### config.mk
export PLATFORM = sky130hd
export DESIGN_NAME = mba_mul_arbiter
export DESIGN_NICKNAME = d
export VERILOG_FILES = /design/src/rtl/mba_pkg.sv /design/src/rtl/mba8r4.sv /design/src/rtl/rr_arbiter.sv /design/src/rtl/mba_mul_arbiter.sv
export SDC_FILE = /design/constraint.sdc
export NUM_CORES = 1
export LEC_CHECK = 0
export ABC_AREA = 1
export BUFFER_PORTS_ARGS = -buffer_cell sky130_fd_sc_hd__buf_4
export CAP_MARGIN = 10
export CORE_ASPECT_RATIO = 0.8
export CORE_MARGIN = 3
export CORE_UTILIZATION = 45
export DETAILED_ROUTE_END_ITERATION = 7
export PLACE_DENSITY = 0.73
export SLEW_MARGIN = 10
export SYNTH_ARGS = -nofsm -noshare
export SYNTH_HDL_FRONTEND = slang
export SYNTH_SLANG_ARGS = --single-unit
### constraint.sdc
create_clock -name clk -period 5.8 [get_ports clk]
set_input_delay 0.29 -clock clk [delete_from_list [all_inputs] [get_ports clk]]
set_output_delay 0.29 -clock clk [all_outputs]
set_load 0.05 [all_outputs]
### src/rtl/mba_pkg.sv
// Shared types for the Booth multiplier arbiter slice.
//   OPW        operand width (signed)
//   PRODW      product width (signed); 8x8 signed products never overflow 16 bits
//   mba_op_t   signed operand type
//   mba_prod_t signed product type
package mba_pkg;

  localparam int OPW   = 8;
  localparam int PRODW = 16;

  typedef logic signed [OPW-1:0]   mba_op_t;
  typedef logic signed [PRODW-1:0] mba_prod_t;

endpackage

### src/rtl/mba8r4.sv
// Combinational 8x8 signed radix-4 Booth multiplier.
// Ports:
//   x_i  in   signed multiplicand
//   y_i  in   signed multiplier (Booth-recoded)
//   z_o  out  signed product x_i*y_i, 16-bit two's complement
module mba8r4
  import mba_pkg::*;
(
  input  mba_op_t   x_i,
  input  mba_op_t   y_i,
  output mba_prod_t z_o
);

  logic [OPW:0] yext;
  mba_prod_t    xext;
  mba_prod_t    pp;
  mba_prod_t    acc;

  always_comb begin
    yext = {y_i, 1'b0};
    xext = {{(PRODW-OPW){x_i[OPW-1]}}, x_i};
    pp   = '0;
    acc  = '0;
    // Each overlapping triplet {y[2i+1], y[2i], y[2i-1]} selects a digit in -2..+2.
    for (int i = 0; i < OPW/2; i++) begin
      case (yext[2*i +: 3])
        3'b001, 3'b010: pp = xext;
        3'b011:         pp = xext <<< 1;
        3'b100:         pp = -(xext <<< 1);
        3'b101, 3'b110: pp = -xext;
        default:        pp = '0;
      endcase
      acc = acc + (pp <<< (2*i));
    end
  end

  assign z_o = acc;

endmodule

### src/rtl/rr_arbiter.sv
// Round-robin arbiter with an owned rotating priority pointer.
// Ports:
//   clk_i        in   clock
//   rst_n_i      in   async active-low reset (pointer -> 0)
//   req_i        in   request vector
//   advance_i    in   downstream can take a request this cycle
//   grant_o      out  one-hot grant, zero when no request or no advance
//   grant_idx_o  out  index of the winning request (0 when none)
//   grant_vld_o  out  a request is accepted this cycle
module rr_arbiter #(
  parameter int NREQ = 4,
  parameter int IDW  = $clog2(NREQ)
) (
  input  logic            clk_i,
  input  logic            rst_n_i,
  input  logic [NREQ-1:0] req_i,
  input  logic            advance_i,
  output logic [NREQ-1:0] grant_o,
  output logic [IDW-1:0]  grant_idx_o,
  output logic            grant_vld_o
);

  logic [IDW-1:0] ptr_q, ptr_d;
  logic [IDW:0]   cand;
  logic           found;

  always_comb begin
    found       = 1'b0;
    grant_idx_o = '0;
    grant_o     = '0;
    cand        = '0;
    // Scan from the pointer and wrap; first requester seen wins.
    for (int k = 0; k < NREQ; k++) begin
      cand = {1'b0, ptr_q} + (IDW+1)'(k);
      if (cand >= (IDW+1)'(NREQ)) cand = cand - (IDW+1)'(NREQ);
      if (!found && req_i[cand[IDW-1:0]]) begin
        found       = 1'b1;
        grant_idx_o = cand[IDW-1:0];
      end
    end
    if (found) grant_o[grant_idx_o] = advance_i;
    grant_vld_o = found & advance_i;

    ptr_d = ptr_q;
    if (grant_vld_o) begin
      ptr_d = (grant_idx_o == IDW'(NREQ-1)) ? '0 : grant_idx_o + 1'b1;
    end
  end

  always_ff @(posedge clk_i or negedge rst_n_i) begin
    if (!rst_n_i) ptr_q <= '0;
    else          ptr_q <= ptr_d;
  end

endmodule

### src/rtl/mba_mul_arbiter.sv
// Shares one combinational Booth multiplier among NREQ requesters. A round-robin
// arbiter picks one request per cycle; the product is registered and returned with
// the requester ID on a single valid/ready response channel.
// Optional build macro: MBA_ARB_PIPE_EN adds an operand register stage in front of
// the multiplier (latency 2 instead of 1, full throughput kept).
// Ports:
//   clk        in   clock, rising edge
//   rst_n      in   async active-low reset
//   req_valid  in   per-requester operand valid
//   req_ready  out  one-hot/zero accept strobe
//   req_x      in   signed multiplicands, requester i at [8i+7:8i]
//   req_y      in   signed multipliers,   requester i at [8i+7:8i]
//   rsp_valid  out  response slot full
//   rsp_ready  in   consumer takes response
//   rsp_z      out  signed product
//   rsp_id     out  requester index of this product
module mba_mul_arbiter
  import mba_pkg::*;
#(
  parameter int NREQ = 4,
  parameter int IDW  = $clog2(NREQ)
) (
  input  logic              clk,
  input  logic              rst_n,
  input  logic [NREQ-1:0]   req_valid,
  output logic [NREQ-1:0]   req_ready,
  input  logic [NREQ*8-1:0] req_x,
  input  logic [NREQ*8-1:0] req_y,
  output logic              rsp_valid,
  input  logic              rsp_ready,
  output logic [PRODW-1:0]  rsp_z,
  output logic [IDW-1:0]    rsp_id
);

  logic            adv;
  logic            arb_adv;
  logic            accept;
  logic [IDW-1:0]  gidx;
  mba_op_t         sel_x, sel_y;
  mba_op_t         mul_x, mul_y;
  mba_prod_t       prod;
  logic            stage_valid;
  logic [IDW-1:0]  stage_id;

  logic            out_valid_q;
  mba_prod_t       out_z_q;
  logic [IDW-1:0]  out_id_q;

  assign adv   = ~out_valid_q | rsp_ready;
  assign sel_x = req_x[{gidx, 3'b000} +: OPW];
  assign sel_y = req_y[{gidx, 3'b000} +: OPW];

`ifdef MBA_ARB_PIPE_EN
  logic           s1_valid_q;
  mba_op_t        s1_x_q, s1_y_q;
  logic [IDW-1:0] s1_id_q;

  // s1 refills when empty or when its content moves to the output this cycle.
  assign arb_adv = (~s1_valid_q | adv) & rst_n;

  always_ff @(posedge clk or negedge rst_n) begin
    if (!rst_n) begin
      s1_valid_q <= 1'b0;
      s1_x_q     <= '0;
      s1_y_q     <= '0;
      s1_id_q    <= '0;
    end else if (arb_adv) begin
      s1_valid_q <= accept;
      if (accept) begin
        s1_x_q  <= sel_x;
        s1_y_q  <= sel_y;
        s1_id_q <= gidx;
      end
    end
  end

  assign mul_x       = s1_x_q;
  assign mul_y       = s1_y_q;
  assign stage_valid = s1_valid_q;
  assign stage_id    = s1_id_q;
`else
  // Gate with rst_n so nothing reads as accepted while reset is held.
  assign arb_adv     = adv & rst_n;
  assign mul_x       = sel_x;
  assign mul_y       = sel_y;
  assign stage_valid = accept;
  assign stage_id    = gidx;
`endif

  rr_arbiter #(
    .NREQ (NREQ),
    .IDW  (IDW)
  ) u_arb (
    .clk_i       (clk),
    .rst_n_i     (rst_n),
    .req_i       (req_valid),
    .advance_i   (arb_adv),
    .grant_o     (req_ready),
    .grant_idx_o (gidx),
    .grant_vld_o (accept)
  );

  mba8r4 u_mul (
    .x_i (mul_x),
    .y_i (mul_y),
    .z_o (prod)
  );

  // Output slot: z/id only load with a real product, so a plain drain keeps them.
  always_ff @(posedge clk or negedge rst_n) begin
    if (!rst_n) begin
      out_valid_q <= 1'b0;
      out_z_q     <= '0;
      out_id_q    <= '0;
    end else if (adv) begin
      out_valid_q <= stage_valid;
      if (stage_valid) begin
        out_z_q  <= prod;
        out_id_q <= stage_id;
      end
    end
  end

  assign rsp_valid = out_valid_q;
  assign rsp_z     = out_z_q;
  assign rsp_id    = out_id_q;

endmodule

### After elaboration in Yosys (flattened, before gate mapping)

Index checks and enable logic that the tools add are counted.

| operators by class | value |
|---|---|
| $add $sub $neg | 13 |
| reduce and logical (&&, ||, !) cells | 14 |
| bitwise operators | 5 |
| shifts and indexed selects | 2 |
| muxes and demuxes | 28 |
| equal/unequal tests | 22 |
| order comparisons | 10 |

Operator list:

| cell | count |
|---|---|
| $shiftx A32 B6 Y8 | 2 |
| $pmux W14 S4 | 1 |
| $add A16 B16 Y16 | 3 |
| $pmux W12 S4 | 1 |
| $pmux W16 S3 | 1 |
| $pmux W10 S4 | 1 |
| $eq A3 B3 Y1 const B | 9 |
| $eq A3 B2 Y1 const B | 6 |
| $mux W2 | 9 |
| $neg A8 Y16 | 1 |
| $neg A9 Y16 | 1 |
| $lt A2 B3 Y1 const B | 5 |
| $reduce_or A2 Y1 | 6 |
| $eq A3 B1 Y1 const B | 3 |
| $ge A3 B3 Y1 const B | 3 |
| $mux W1 | 9 |
| $bmux W1 S2 | 4 |
| $sub A2 B1 Y2 const B | 4 |
| $add A2 B2 Y3 const B | 2 |
| $eq A2 B2 Y1 const B | 3 |
| $and A4 B4 Y4 | 1 |
| $logic_and A1 B1 Y1 | 4 |
| $mux W4 | 1 |
| $add A2 B1 Y3 const B | 1 |
| 10 further kinds | 13 |

| storage, ports and cells | value |
|---|---|
| logic and storage cells | 98 |
| bits in registers | 21 |
| output and inout bits | 23 |
| input port bits | 71 |

### Longest topological paths before layout

Gate-level depths: netlist of run 1.

| logic depth | value |
|---|---|
| word-level depth | 21 |
| mapped depth | 47 |
| mapped depth without buffers | 45 |

### Modules after synthesis

From an unflattened synthesis of run 1, not the netlist that was laid out.

| unflattened totals | value |
|---|---|
| cells, all modules | 727 |
| area, all modules | 4581.9 sq um |

Modules (own cells, without submodules):

| module | instances | area an instance (sq um) | seq. area each (sq um) | cells an instance |
|---|---|---|---|---|
| mba8r4 | 1 | 2503.7 | 0.0 | 371 |
| mba_mul_arbiter | 1 | 1599.0 | 475.5 | 271 |
| rr_arbiter | 1 | 479.2 | 50.0 | 85 |

### Least setup slack after synthesis of run 1

No wires, ideal clock.

| path | value |
|---|---|
| kind | reg2reg |
| start | register u_arb.ptr_q[0] |
| end | register out_z_q[15], in the netlist rsp_z[15] |
| cell stages (with the launch flop) | 43 |
| required time | 5.682 ns |
| arrival time | 5.283 ns |
| period minus slack after synthesis | 5.401 ns |
| buffers on the path | 2 |
| library setup time | 0.118 ns |
| path slack | 0.399 ns |
| path through | dfrtp_1 buf_6 inv_6 nand2_1 nand3_2 nand2_2 inv_2 nand2_1 nand2_4 nand3_4 buf_4 o211ai_1 nand2_2 inv_1 ha_1 nand2_2 nor2_2 nand2_1 (+7 left out) o21ai_1 fa_1 inv_1 fa_1 inv_1 ha_1 a21oi_1 o21ai_0 nand2_1 o2111ai_1 xnor2_1 nand3b_1 nand2_1 nand3_1 nand2_1 nand2_1 nand3_1 nand2_1 |

| between the ends | value |
|---|---|
| word-level cells in the longest chain between the ends | 21 |
| elaborated cells on any way between the ends | 77 |
| those cells by class | add/sub (12); order compare (4); eq/ne (21); shift (2); mux (24); bitwise (1); reduce/logical (13) |

Ends and longest elaborated chain:

| item | RTL line | text |
|---|---|---|
| start: declaration | rr_arbiter.sv:23 | `logic [IDW-1:0] ptr_q, ptr_d;` |
| start signal: assignment | rr_arbiter.sv:52 | `else ptr_q <= ptr_d;` |
| parallel branches: the longest is 21 deep, another holds $add A2 B1 Y3 | -- |  |
| end signal: assignment | mba_mul_arbiter.sv:118 | `out_z_q <= prod;` |
| end: declaration | mba_mul_arbiter.sv:46 | `mba_prod_t out_z_q;` |

Several ways; the timed one is not identified. The select of a mux whose other input is x is not followed.
A chain may end at the register's enable or synchronous reset.

### Worst setup path in the final report of run 1

Same ends and word-level chain as after synthesis.

==> results.yml, run 1 <==
run_status:
  run_status: "complete, no violations"
finish:
  final_cell_area_excluding_filler_cells_sq_um: 5880
  fin_nets: 893
  finalCoreUtilization_pct: 66.9
  area_growth_pct: 40.1
  diodes: 0
  fill_cells: 776
  drive_gt1_share_pct: 37.5
  layout.cells.non_filler: 890
sta:
  max_freq_ghz: 0.176
  hold_viol: 0
  timing_worst_slew_pin_value_ns: 0.659
  clock_skew_ns: 0.00327
  setup_viol: 0
  finalSetupTns_ns: 0
  maxSlewHeadroom_pct: 56.0
  grt_setup_unrepaired: "true"
  slew_violations: 0
  period_needed_ns: 5.69
  finalCritPeriodShare_pct: 98.1
synthesis:
  synth_area_per_cell_sq_um: 6.49
  synth_fp_nets: 760
  synth_cells: 646
  fraction_of_the_yosys_area_taken_by_sequential_cells_pct: 12.5
  synth_cell_types: 47
  yosys_warns: 0
  syn_area_sq_um: 4200
  post_synthesis_sequential_element_count: 21
floorplanning:
  effective_utilization_at_floorplan_pct: 47.8
  die_width_microns: 114
  io_pins: 94
  design.core.area_sq_um: 8780
  floorplan.die.height_microns: 92.4
  row_count: 30
  die_area_sq_um: 10500
critical_path:
  crit_end: "rsp_z[15]"
  worstRegToRegCells: 38
  crit_required_ns: 5.99
  setup.worst_path.end_class: "flop"
  setup.worst_path.start: "u_arb.ptr_q[0]"
  worstReg2RegEnd: "rsp_z[15]"
  regToRegSetupSlack_ns: 0.11
  critical-path-max-stage-delay_ns: 0.55
  crit_type: "flop to flop"
  critical_path.slowest_cell: "fa_1"
  crit-reg2reg-launch: "u_arb.ptr_q[0]"
  worstPathArrival_ns: 5.88
  timing.critical_path.fanout_max: 7
  crit_path_start_kind: "flop"
  most_frequent_cp_cell: "nand2_2"
global_route:
  first_global_vias: 4540
  grt_use_total_pct: 26.1
  grt_pass1_wl_mm: 22.6
  grt_max_degree: 29
  grt_antenna_before_repair: 0
  grt.overflow.total: 0
place:
  placement.io_buffers: 93
  post_dp_cell_area_sq_um: 5180
  post-dp-hpwl_mm: 11.2
  placed_instance_count: 866
  place_congestion: 0.974
clock_tree:
  clock_sinks: 21
  insertion_delay_ns: 0.25
  htree_num_levels: 1
  clockRootBuffer: "clkbuf_16"
  path_clk_slew_ns: 0.06
  tritoncts: "yes"
  clk_path_buf_depth: 2
  tritoncts.num_buffers: 3
drt:
  detail_route.iter0.violations: 331
  drtPass1Iterations: 6
  post-route-drc-count: 0
  drt-total-wl_mm: 14.7
  detail_route.vias_per_cell: 5.65
  count_of_nets_left_with_antenna_violations_after_detail_routing: 0
  wl_per_cell_microns: 16.6
  dr_total_vias: 5025
run:
  timing.max_cap.violations: 0
min_path:
  min_path_type: "input pin to flop"
==> worst min path at each step <==
stage | startpoint | end | slack, ns | cells past startpoint
2_1_floorplan | rst_n | rsp_id[0] | -0.006 | 0
3_3_place_gp | rst_n | rsp_id[0] | 0.19 | 1
3_5_place_dp | rst_n | rsp_z[1] | 0.20 | 1
4_1_cts | rsp_ready | rsp_valid | 0.31 | 4
5_1_grt | rsp_ready | rsp_valid | 0.32 | 4
6_report | rsp_ready | rsp_valid | 0.30 | 4
==> repair_timing <==
action / 4_1_cts / 5_1_grt
setup endpoints to repair: 3 / 4
pin swaps: 5 / 44
setup buffers: 5 / 11
gates resized for setup: 15 / 98
hold buffers: 1 / 0
endpoints found under the hold margin: 21 / 0
cloned: 1 / 2
==> area by class of cell <==
type / count / area, sq um / area share (%)
Sequential cell: 21 / 527 / 8.97
Multi-Input combinational cell: 500 / 3570 / 60.8
Timing Repair inverter: 1 / 6.26 / 0.106
Clock buffer: 4 / 78.8 / 1.34
Tap cell: 112 / 140 / 2.38
Inverter: 108 / 418 / 7.11
Timing Repair Buffer: 144 / 1130 / 19.3
==> metal layers <==
metal / global-route usage (%) / wire length [microns] / part of all wire, %
met1: 38.4 / 6730 / 46
met2: 41.1 / 6570 / 45
met3: 2.87 / 1170 / 7.9
met4: 5.93 / 275 / 1.9
met5: 0 / 0 / 0
==> cells in the final DEF, fill, tap and decap left out, types with 4 or more instances in the layout <==
| master | count |
|---|---|
| a221oi_1 | 5 |
| inv_1 | 86 |
| nand3_1 | 49 |
| a22oi_1 | 7 |
| o211ai_1 | 4 |
| buf_4 | 134 |
| a21oi_1 | 11 |
| a21oi_2 | 6 |
| nand4_1 | 27 |
| buf_6 | 6 |
| nor2_4 | 9 |
| dfrtp_1 | 20 |
| ha_1 | 12 |
| o22ai_1 | 10 |
| inv_2 | 18 |
| nand2_2 | 39 |
| nor2_2 | 4 |
| nand2_1 | 162 |
| o221ai_2 | 5 |
| fa_1 | 20 |
| nand3_2 | 19 |
| nand2_4 | 12 |
| ha_4 | 9 |
| o221ai_1 | 7 |
| o21ai_1 | 4 |
| nor2_1 | 21 |
| xor2_1 | 6 |
| o21ai_0 | 20 |
==> synth_stat cells (all sizes together) <==
cell type | count | share of area (%)
inv | 106 | 9.6
o2111ai | 3 | 0.63
a22oi | 7 | 1.3
ha | 22 | 6.6
dfrtp | 21 | 13
o221a | 1 | 0.27
clkbuf | 3 | 0.27
xor2 | 6 | 1.3
buf | 16 | 2.7
a21oi | 19 | 2.4
o221ai | 13 | 2.7
o22ai | 10 | 1.5
a221oi | 6 | 1.4
nor2 | 35 | 4.5
a21o | 1 | 0.18
o211a | 1 | 0.24
or2 | 2 | 0.30
a21boi | 1 | 0.18
o31ai | 1 | 0.18
nand2 | 212 | 21
o211ai | 4 | 0.72
nor3 | 1 | 0.12
xnor2 | 3 | 0.63
nand3 | 70 | 10
o21ai | 27 | 3.2
fa | 21 | 10
and2 | 3 | 0.45
nand3b | 1 | 0.18
nand4 | 27 | 4.0
clkinv | 2 | 0.30
o21a | 1 | 0.18
==> flip-flops by register name, indices dropped and copies added (netlist names) <==
name and flops:
rsp_id 2, rsp_valid 1, rsp_z 16, u_arb.ptr_q 2
==> cells by family (layout without fill, tap and decap cells) <==
family                   count (synthesis)  after routing  synth area share (%)
XOR/XNOR                                 9              9                  1.88
AND/OR/NAND/NOR                        351            353                  41.2
adder cells (fa/ha/maj)                 43             43                  16.6
flip-flops                              21             21                  12.5
buffers and inverters                  127            257                  12.9
AO/OA/AOI/OAI                           95             95                  15.0
==> critical path: cells and delay by family, from the launching register on <==
family          cells  cell delay [ns]
compound gates      4             0.51
simple gates       22             2.12
xor+xnor            1             0.17
buf+inv             7             0.70
fa+ha+maj           4             1.63
flops               1             0.48
==> through the flow <==
stage	worst slack, ns	hold slack, ns
2_1_floorplan	0.399	-0.00559
3_3_place_gp	-0.0865	0.190
3_5_place_dp	-0.275	0.198
4_1_cts	0.0269	0.313
5_1_grt	-0.169	0.322
6_report	0.108	0.302
Power of run 1 is left out: the tool's default activity adds up to more than one toggle a clock period on the data nets, which glitch-free logic cannot reach.
==> run 2: changes to the inputs <==
CAP_MARGIN = 30   (was 10)
CTS_BUF_LIST = sky130_fd_sc_hd__clkbuf_8   (was not set)
==> results.yml, run 2 (synthesis gave the netlist of run 1 again) <==
global_route:
  grt.overflow.total: 0
  grt_max_degree: 29
  grt_use_total_pct: 26.2
  grt_antenna_before_repair: 0
  first_global_vias: 4549
  grt_pass1_wl_mm: 22.6
drt:
  drt-total-wl_mm: 14.7
  drtPass1Iterations: 5
  met3_wirelength_mm: 1.26
  detail_route.iter0.violations: 428
  detail_route.vias_per_cell: 5.61
  dr_total_vias: 4991
  route.top_layer_used: "met4"
  post-route-drc-count: 0
  route.layer.met1.wl_mm: 6.61
  count_of_nets_left_with_antenna_violations_after_detail_routing: 0
  wl_met2_mm: 6.59
  wl_per_cell_microns: 16.5
clock_tree:
  tritoncts.num_buffers: 3
  insertion_delay_ns: 0.26
  path_clk_slew_ns: 0.08
  clockRootBuffer: "clkbuf_8"
  htree_num_levels: 1
  clk_path_buf_depth: 2
  tritoncts: "yes"
  clock_sinks: 21
sta:
  period_needed_ns: 5.73
  hold-worst-slack_ns: 0.287
  max_freq_ghz: 0.175
  setup_viol: 0
  finalCritPeriodShare_pct: 98.8
  hold_viol: 0
  clock_skew_ns: 0.00367
  grt_setup_unrepaired: "true"
  slew_violations: 0
  maxSlewHeadroom_pct: 56.6
  timing_worst_slew_pin_value_ns: 0.650
finish:
  final_common_cell: "nand2_1"
  largest_register_ffs: 16
  multi_input_combinational_cell_area_sq_um: 3540
  ff_latch_area_sq_um: 527
  fill_cells: 783
  area_growth_pct: 38.6
  layout.cells.non_filler: 890
  diodes: 0
  leading_cell_types_in_the_layout_fill_and_taps_excluded: "162 x nand2_1, 134 x buf_4, 88 x inv_1"
  final_cell_area_excluding_filler_cells_sq_um: 5810
  fin_nets: 893
  drive_gt1_share_pct: 36.8
  finalCoreUtilization_pct: 66.2
critical_path:
  critical-path-max-stage-delay_ns: 0.56
  worstPathArrival_ns: 5.93
  critical_path.slowest_cell: "fa_1"
  worstRegToRegCells: 39
  most_frequent_cp_cell: "nand2_2"
  setup.worst_path.end_class: "flop"
  timing.critical_path.fanout_max: 26
  crit_path_start_kind: "flop"
  crit_type: "flop to flop"
  setup.worst_path.start: "u_arb.ptr_q[0]"
  worstReg2RegEnd: "rsp_z[15]"
  crit-reg2reg-launch: "u_arb.ptr_q[0]"
  crit_end: "rsp_z[15]"
  regToRegSetupSlack_ns: 0.07
  crit_required_ns: 6.00
floorplanning:
  floorplan.die.height_microns: 92.4
  effective_utilization_at_floorplan_pct: 47.8
  die_width_microns: 114
  design.core.area_sq_um: 8780
  io_pins: 94
  die_area_sq_um: 10500
  row_count: 30
place:
  post-dp-hpwl_mm: 11.2
  placement.io_buffers: 93
  placed_instance_count: 866
  place_congestion: 0.974
  post_dp_cell_area_sq_um: 5180
run_status:
  run_status: "complete, no violations"
run:
  timing.max_cap.violations: 0
min_path:
  min_path_type: "input pin to flop"
-- run 2: cell count changes in the layout (fill, tap and decap cells not counted), sizes merged --
cell	delta
clkbuf	-1
inv	+1
-- run 2: per-stage QoR --
| step | setup WS (ns) | setup TNS (ns) |
|---|---|---|
| floorplan | 0.399 | 0 |
| global placement | -0.0865 | -0.0865 |
| detailed placement | -0.275 | -0.275 |
| CTS | 0.0228 | 0 |
| global route | -0.224 | -0.536 |
| finish | 0.0710 | 0 |
-- run 2: cell type report --
| type | instances | area share [%] |
|---|---|---|
| clock buffers | 3 | 0.710 |
| clock inverters | 1 | 0.0646 |
| inverters | 108 | 7.19 |
| multi-input cells | 500 | 61.0 |
| flip-flops and latches | 21 | 9.06 |
| well taps | 112 | 2.41 |
| repair buffers | 144 | 19.5 |
| repair inverters | 1 | 0.108 |
-- run 2: timing repair --
action                                  in CTS  in global routing
hold endpoints to repair                    21                  0
setup buffers                                5                 11
resized for setup                           15                 90
hold buffers                                 1                  0
pin swaps                                    5                 44
cloned                                       1                  2
endpoints found under the setup margin       3                  4
-- run 2: worst min-delay path by stage --
stage	startpoint	endpoint	cells past startpoint
3_5_place_dp	rst_n	rsp_z[1]	1
5_1_grt	rsp_ready	rsp_valid	4
4_1_cts	rsp_ready	rsp_valid	4
3_3_place_gp	rst_n	rsp_id[0]	1
2_1_floorplan	rst_n	rsp_id[0]	0
6_report	rsp_ready	rsp_valid	4
-- run 2: metal layers --
metal / track usage (%) / vias to the layer above
met2: 41.1 / 263
met5: 0 / -
met4: 6.23 / 0
li1: - / 2414
met3: 2.87 / 27
met1: 38.4 / 2287
-- run 2: worst max-delay path, delay by kind of cell (launching register included) --
kind / cells / cell delay [ns]
flops: 1 / 0.49
buf+inv: 10 / 1.13
fa+ha+maj: 3 / 1.34
simple gates: 20 / 1.87
xor+xnor: 2 / 0.30
compound gates: 4 / 0.53
Power of run 2 is left out for the same reason.
